$ cat config.mk
export PLATFORM = sky130hd
export DESIGN_NAME = systolic_array_collector
export DESIGN_NICKNAME = d
export VERILOG_FILES = /design/src/rtl/systolic_array_collector.sv
export SDC_FILE = /design/constraint.sdc
export NUM_CORES = 1
export LEC_CHECK = 0
export BUFFER_PORTS_ARGS = -buffer_cell sky130_fd_sc_hd__buf_2
export CORE_MARGIN = 2
export CORE_UTILIZATION = 50
export DETAILED_ROUTE_END_ITERATION = 16
export PLACE_DENSITY_LB_ADDON = 0.05
export SLEW_MARGIN = 25
export SYNTH_ARGS = -nofsm -noshare
export SYNTH_HDL_FRONTEND = slang
export SYNTH_SLANG_ARGS = --single-unit
$ cat constraint.sdc
create_clock -name clk -period 3.2 [get_ports clk]
set_clock_uncertainty 0.1 [all_clocks]
set_input_delay 0.64 -clock clk [delete_from_list [all_inputs] [get_ports clk]]
set_output_delay 0.64 -clock clk [all_outputs]
set_load 0.01 [all_outputs]
$ cat src/rtl/systolic_array_collector.sv
// systolic_array_collector
//   Drain stage for the no-stall shift-add PE chain. Each accepted inject
//   is tagged, the tag is delayed by the chain latency, and the matching
//   y_in result is captured into a small FIFO presented on a val/rdy port.
//   Credits (inject_ok) keep stored + in-flight results within the FIFO depth.
//
// Parameters:
//   data_width : width of y results
//   p_latency  : cycles from accepted inject to matching y_in (>= 1)
//   p_depth    : FIFO entries (power of two, >= 2)
//
// Ports:
//   clk        in   clock
//   reset      in   synchronous active-high reset
//   inject_val in   feeder pushed a sample into the PE chain this cycle
//   inject_ok  out  feeder may inject this cycle
//   y_in       in   y_out of the last PE
//   out_msg    out  FIFO head (0 while empty)
//   out_val    out  FIFO non-empty
//   out_rdy    in   consumer accepts out_msg
//   err        out  sticky protocol-violation flag (only with
//                   SYSTOLIC_COLLECTOR_ERR_EN defined)
//
// Build option: define SYSTOLIC_COLLECTOR_ERR_EN to add the err port.

module systolic_array_collector #(
    parameter int data_width = 32,
    parameter int p_latency  = 4,
    parameter int p_depth    = 4
) (
    input  logic                  clk,
    input  logic                  reset,
    input  logic                  inject_val,
    output logic                  inject_ok,
    input  logic [data_width-1:0] y_in,
    output logic [data_width-1:0] out_msg,
    output logic                  out_val,
    input  logic                  out_rdy
`ifdef SYSTOLIC_COLLECTOR_ERR_EN
    ,
    output logic                  err
`endif
);

    localparam int AW = $clog2(p_depth);
    localparam int CW = AW + 1;
    localparam logic [CW:0]   DEPTH_SUM = (CW+1)'(p_depth);
    localparam logic [CW-1:0] DEPTH_CNT = CW'(p_depth);

    logic [p_latency-1:0]  tag_q, tag_d;
    logic [AW-1:0]         head_q, head_d;
    logic [AW-1:0]         tail_q, tail_d;
    logic [CW-1:0]         count_q, count_d;
    logic [CW-1:0]         in_flight_q, in_flight_d;
    logic [data_width-1:0] mem_q [p_depth];

    logic accept;
    logic push;
    logic pop;
    logic [CW:0] credit_sum;

    // Credit check uses registered state only, so out_rdy / inject_val
    // never reach inject_ok combinationally.
    assign credit_sum = {1'b0, count_q} + {1'b0, in_flight_q};
    assign inject_ok  = !reset && (credit_sum < DEPTH_SUM);

    assign accept  = inject_val && inject_ok;
    assign push    = tag_q[p_latency-1];
    assign out_val = (count_q != '0);
    assign pop     = out_val && out_rdy;
    assign out_msg = out_val ? mem_q[head_q] : '0;

    always_comb begin
        tag_d    = '0;
        tag_d[0] = accept;
        for (int unsigned i = 1; i < p_latency; i++) begin
            tag_d[i] = tag_q[i-1];
        end

        head_d = head_q;
        tail_d = tail_q;
        if (pop)  head_d = head_q + 1'b1;   // pointers wrap: p_depth is 2^AW
        if (push) tail_d = tail_q + 1'b1;

        count_d = count_q;
        case ({push, pop})
            2'b10:   count_d = count_q + 1'b1;
            2'b01:   count_d = count_q - 1'b1;
            default: count_d = count_q;
        endcase

        in_flight_d = in_flight_q;
        case ({accept, push})
            2'b10:   in_flight_d = in_flight_q + 1'b1;
            2'b01:   in_flight_d = in_flight_q - 1'b1;
            default: in_flight_d = in_flight_q;
        endcase
    end

    always_ff @(posedge clk) begin
        if (reset) begin
            tag_q       <= '0;
            head_q      <= '0;
            tail_q      <= '0;
            count_q     <= '0;
            in_flight_q <= '0;
        end else begin
            tag_q       <= tag_d;
            head_q      <= head_d;
            tail_q      <= tail_d;
            count_q     <= count_d;
            in_flight_q <= in_flight_d;
        end
    end

    // Storage is not reset; out_msg is gated while empty.
    always_ff @(posedge clk) begin
        if (!reset && push) begin
            mem_q[tail_q] <= y_in;
        end
    end

`ifdef SYSTOLIC_COLLECTOR_ERR_EN
    logic err_q, err_d;

    always_comb begin
        err_d = err_q;
        if (inject_val && !inject_ok)       err_d = 1'b1;
        if (push && (count_q == DEPTH_CNT)) err_d = 1'b1;
    end

    always_ff @(posedge clk) begin
        if (reset) err_q <= 1'b0;
        else       err_q <= err_d;
    end

    assign err = err_q;
`endif

`ifndef SYNTHESIS
    always_ff @(posedge clk) begin
        $display("[collector] count=%0d in_flight=%0d out_val=%0b out_msg=%h",
                 count_q, in_flight_q, out_val, out_msg);
    end
`endif

endmodule

==> Yosys cells after proc, flatten, opt, wreduce, memory -nomap -nowiden <==
Memory sizes are Yosys's and may differ from the RTL's. A register that Yosys moved wholly into a read port is not among the register bits.
Index checks and enable logic that the tools add are counted.
{ "word_totals": {"output_inout_bits": 34, "word_cells": 33, "reg_bits": 14, "ramBits": 128, "memories": 1, "in_bits": 36} }
{ "op_classes": {"n_reduce_logical": 8, "magnitude_cmp": 1, "n_eq_ne": 4, "addsub": 7, "n_mux": 7} }
{ "mem_list": {"columns": ["name", "depth", "word_bits", "read_ports", "rd_clocked_by_memory_dff", "wr", "line", "rtl"], "rows": [
  ["mem_q", 4, 32, 1, 1, 1, "55", "logic [data_width-1:0] mem_q [p_depth];"]
]} }
{ "op_table": {"columns": ["op", "count"], "rows": [
  ["$mux W32", 1],
  ["$pmux W3 S2", 2],
  ["$add A3 B1 Y3 const B", 2],
  ["$sub A3 B1 Y3 const B", 2],
  ["$add A2 B1 Y2 const B", 2],
  ["$add A3 B3 Y4", 1],
  ["$eq A2 B1 Y1 const B", 2],
  ["$eq A2 B2 Y1 const B", 2],
  ["$logic_and A1 B1 Y1", 4],
  ["$lt A4 B3 Y1 const B", 1],
  ["$mux W2", 2],
  ["$reduce_bool A2 Y1", 2],
  ["$reduce_bool A3 Y1", 1],
  ["$mux W1", 2],
  ["$logic_not A1 Y1", 1]
]} }

==> Depth between registers and ports, before layout <==
{ "logic_depth": {"word_depth": 6, "depth_mapped": 10, "depth_no_buf": 10} }

==> Least setup slack after synthesis <==
Ideal clock, no wire load.
{ "synth_path": {"path_kind": "input to register", "startpoint": "input port reset", "endpoint": "register in_flight_q[2]", "required_time_ps": 3030, "path_slack_ps": 705, "cell_stages": 9, "setup_time_ps": 70, "t_arrival_ps": 2325, "n_path_buf": 0, "cell_sequence": "or4_4 a31oi_4 nand2_1 ha_1 inv_1 fa_1 xor2_1 or3_1 a21oi_1"} }
{ "synth_between": {"elab_chain_len": 5, "word_cells_on_any_way": 7, "classes_between": "2 x eq/ne; 1 x mux; 4 x reduce/logical"} }
{ "synth_rtl": {"columns": ["item", "line", "rtl"], "rows": [
  ["start: declaration", "32", "input logic reset,"],
  ["$logic_not A1 Y1 *", "65", "assign inject_ok = !reset && (credit_sum < DEPTH_SUM);"],
  ["$logic_and A1 B1 Y1 *", "65", null],
  ["via inject_ok", "34", "output logic inject_ok,"],
  ["$logic_and A1 B1 Y1 *", "67", "assign accept = inject_val && inject_ok;"],
  ["$eq A2 B1 Y1 / $eq A2 B2 Y1 (equally long branches)", "93", "case ({accept, push})"],
  ["$pmux W3 S2 / $reduce_bool A2 Y1 (equally long branches)", null, null],
  ["end signal: assignment", "112", "in_flight_q <= in_flight_d;"],
  ["end: declaration", "54", "logic [CW-1:0] in_flight_q, in_flight_d;"]
]} }
The timed path passes the listed nets; every way through them passes the cells marked *.
A chain may end at the register's enable or synchronous reset.

==> impl_metrics.env <==
export IMPL_synthTopCellsByCount="128 x edfxtp_1, 34 x nor2b_1, 32 x mux4_2"
export IMPL_rsz0062_at_grt="false"
export IMPL_p_per_area_nw_per_um2=629
export IMPL_drive_above_1_share_pct=39.0
export IMPL_syn_area_um2=5610
export IMPL_num_fill_cells=785
export IMPL_slew_headroom_pct=58.5
export IMPL_fmax_ghz=0.361
export IMPL_grt_pass1_wl_um=15100
export IMPL_setup_worst_path_end_class="primary output"
export IMPL_cts_sinks=144
export IMPL_tightest_slew_ns=0.621
export IMPL_synth_area_top_cells="edfxtp_1 68%, mux4_2 13%, dfxtp_1 5.7%"
export IMPL_period_needed_ns=2.77
export IMPL_critPathKind="flip-flop to primary output"
export IMPL_period_share_pct=86.7
export IMPL_cts_max_level=4
export IMPL_final_nets=419
export IMPL_status="finished, final reports clean"
export IMPL_ys_warn_count=0
export IMPL_drtIter0Drc=154
export IMPL_grt_max_degree=26
export IMPL_post_drt_via_cell_ratio=5.24
export IMPL_crit_fanout=18
export IMPL_first_pass_iters=4
export IMPL_drc=0
export IMPL_ctsHoldBuffers=0
export IMPL_gp_congestion=0.693
export IMPL_final_cells=525
export IMPL_cts_buffer_depth=2
export IMPL_synthFlopType="edfxtp_1"
export IMPL_die_area_um2=12100
export IMPL_core_area_um2=10900
export IMPL_final_hold_viol_count=0
export IMPL_ios=70
export IMPL_rows=38
export IMPL_initial_core_util_pct=51.6
export IMPL_wire_per_inst_um=18.1
export IMPL_synth_seq_area_share_pct=74.2
export IMPL_synth_most_common_cell="edfxtp_1"
export IMPL_root_buffer="clkbuf_8"
export IMPL_cp_arrival_ns=2.03
export IMPL_p_leak_nw=2.39
export IMPL_syn_avg_cell_area_um2=19.8
export IMPL_cts_resized=0
export IMPL_cap_violations=0
export IMPL_areaGrowthSynthToFinish_pct=21.3
export IMPL_ys_types=24
export IMPL_synth_fp_nets=329
export IMPL_ys_ff_latch=144
export IMPL_setup_viol=0
export IMPL_numCtsBuffers=17
export IMPL_dp_hpwl_um=5960
export IMPL_cts_setup_buffers=0
export IMPL_grt_pass1_vias=2865
export IMPL_holdWs_ns=0.246
export IMPL_slew_violations=0
export IMPL_max_vdd_ir_drop_uv=310
export IMPL_routed_wirelength_um=9480
export IMPL_hp_class="primary input to flip-flop"
export IMPL_clkTransAtPathRegs_ns=0.06
export IMPL_vias=2753
export IMPL_cts_tree="built"
export IMPL_synth_cells=283
export IMPL_synthArstFlopShare_pct=0
export IMPL_overflow=0
export IMPL_track_usage_pct=17.6
export IMPL_die_h_um=110
export IMPL_crit_required_ns=2.46
export IMPL_place_inst=494
export IMPL_antenna_found_initial=0
export IMPL_synth_edff_count=128
export IMPL_clk_latency_ns=0.50
export IMPL_synth_top_area_share_pct=68.5
export IMPL_yosys_area_top_type="edfxtp_1"
export IMPL_io_buffers=69
export IMPL_start_kind="flip-flop"
export IMPL_setup_tns_ns=0
export IMPL_die_x_um=110
export IMPL_diodes=0
export IMPL_ant_nets=0
[worst max-delay path: stages (launching register included)]
cell and delay, ns:
dfxtp_2 0.33, buf_4 0.34, mux4_2 0.56, nor2b_1 0.14, buf_2 0.16
[layout by cell type, fill, tap and decap left out, types with 3 or more instances in the layout]
master / count
edfxtp_1: 128
buf_2: 69
nor2b_1: 34
mux4_2: 32
clkbuf_16: 16
dfxtp_1: 14
inv_1: 11
nor2_1: 11
buf_4: 11
ha_1: 8
xor2_1: 5
a21oi_1: 5
bufinv_16: 5
and2_2: 4
o21ai_0: 3
or3_1: 3
clkbuf_1: 3
[state kept, by name, indices dropped and copies added (netlist names), named ones only]
name / count
mem_q: 128
tag_q: 4
count_q: 3
in_flight_q: 3
head_q: 2
tail_q: 2
[metrics by stage]
step / total power, W / worst slack, ns / util [%] / instance area (um2)
detailed placement: 0.00230 / 0.525 / 56.9 / 6190
CTS: 0.00433 / 0.371 / 62.5 / 6810
floorplan: 0.00222 / 0.705 / - / 5610
global placement: 0.00230 / 0.614 / 56.9 / 6190
global route: 0.00444 / 0.291 / 62.5 / 6810
finish: 0.00428 / 0.427 / 62.5 / 6810
[power by group]
part / switching (W) / internal, W / leakage [nW]
logic: 0.000103 / 0.0000912 / 0.809
clock network: 0.000690 / 0.00134 / 0.296
registers: 0.00000911 / 0.00206 / 1.28
total: 0.000802 / 0.00348 / 2.39
[metal layers]
| layer | vias to the layer above | track usage [%] | share of wire (%) |
|---|---|---|---|
| met1 | 1400 | 22.8 | 44 |
| met5 | - | 0 | 0 |
| met4 | 0 | 7.32 | 0.72 |
| li1 | 1278 | - | - |
| met3 | 6 | 5.10 | 4.8 |
| met2 | 69 | 28.0 | 51 |
[cell type report]
cell class                 count  area (um2)  share of cell area [%]
clock inverter                11         189                    2.77
timing repair buffer          82         468                    6.87
tap                          140         175                    2.57
multi-input combinational    117        1340                    19.7
sequential                   144        4170                    61.2
clock buffer                  20         425                    6.25
inverter                      11        41.3                   0.606
[logic make-up after synthesis]
kind of cell,after synthesis,synth area share (%)
DFF,144,74.2
and+or+nand+nor,58,6.06
muxes,33,13.0
buffers and inverters,22,2.07
AOI/OAI and AO/OA,10,1.23
adders and majority gates,10,2.50
xor gates and xnor gates,6,0.936
[path summary, 6_finish.rpt]
| path | startpoint | endpoint | slack [ns] | cells after the start |
|---|---|---|---|---|
| setup / recovery | flip-flop | out_msg[29] | 0.43 | 4 |
| hold / removal | y_in[8] | mem_q[0][8]$_DFFE_PP_ | 0.25 | 1 |
| setup reg to reg | count_q[2]$_SDFFE_PP0P_ | in_flight_q[2]$_SDFFE_PP0P_ | 0.69 | 10 |
| hold reg to reg | tag_q[2]$_SDFF_PP0_ | tag_q[3]$_SDFF_PP0_ | 0.33 | 1 |
No activity file was read; power rests on OpenSTA's default activity.
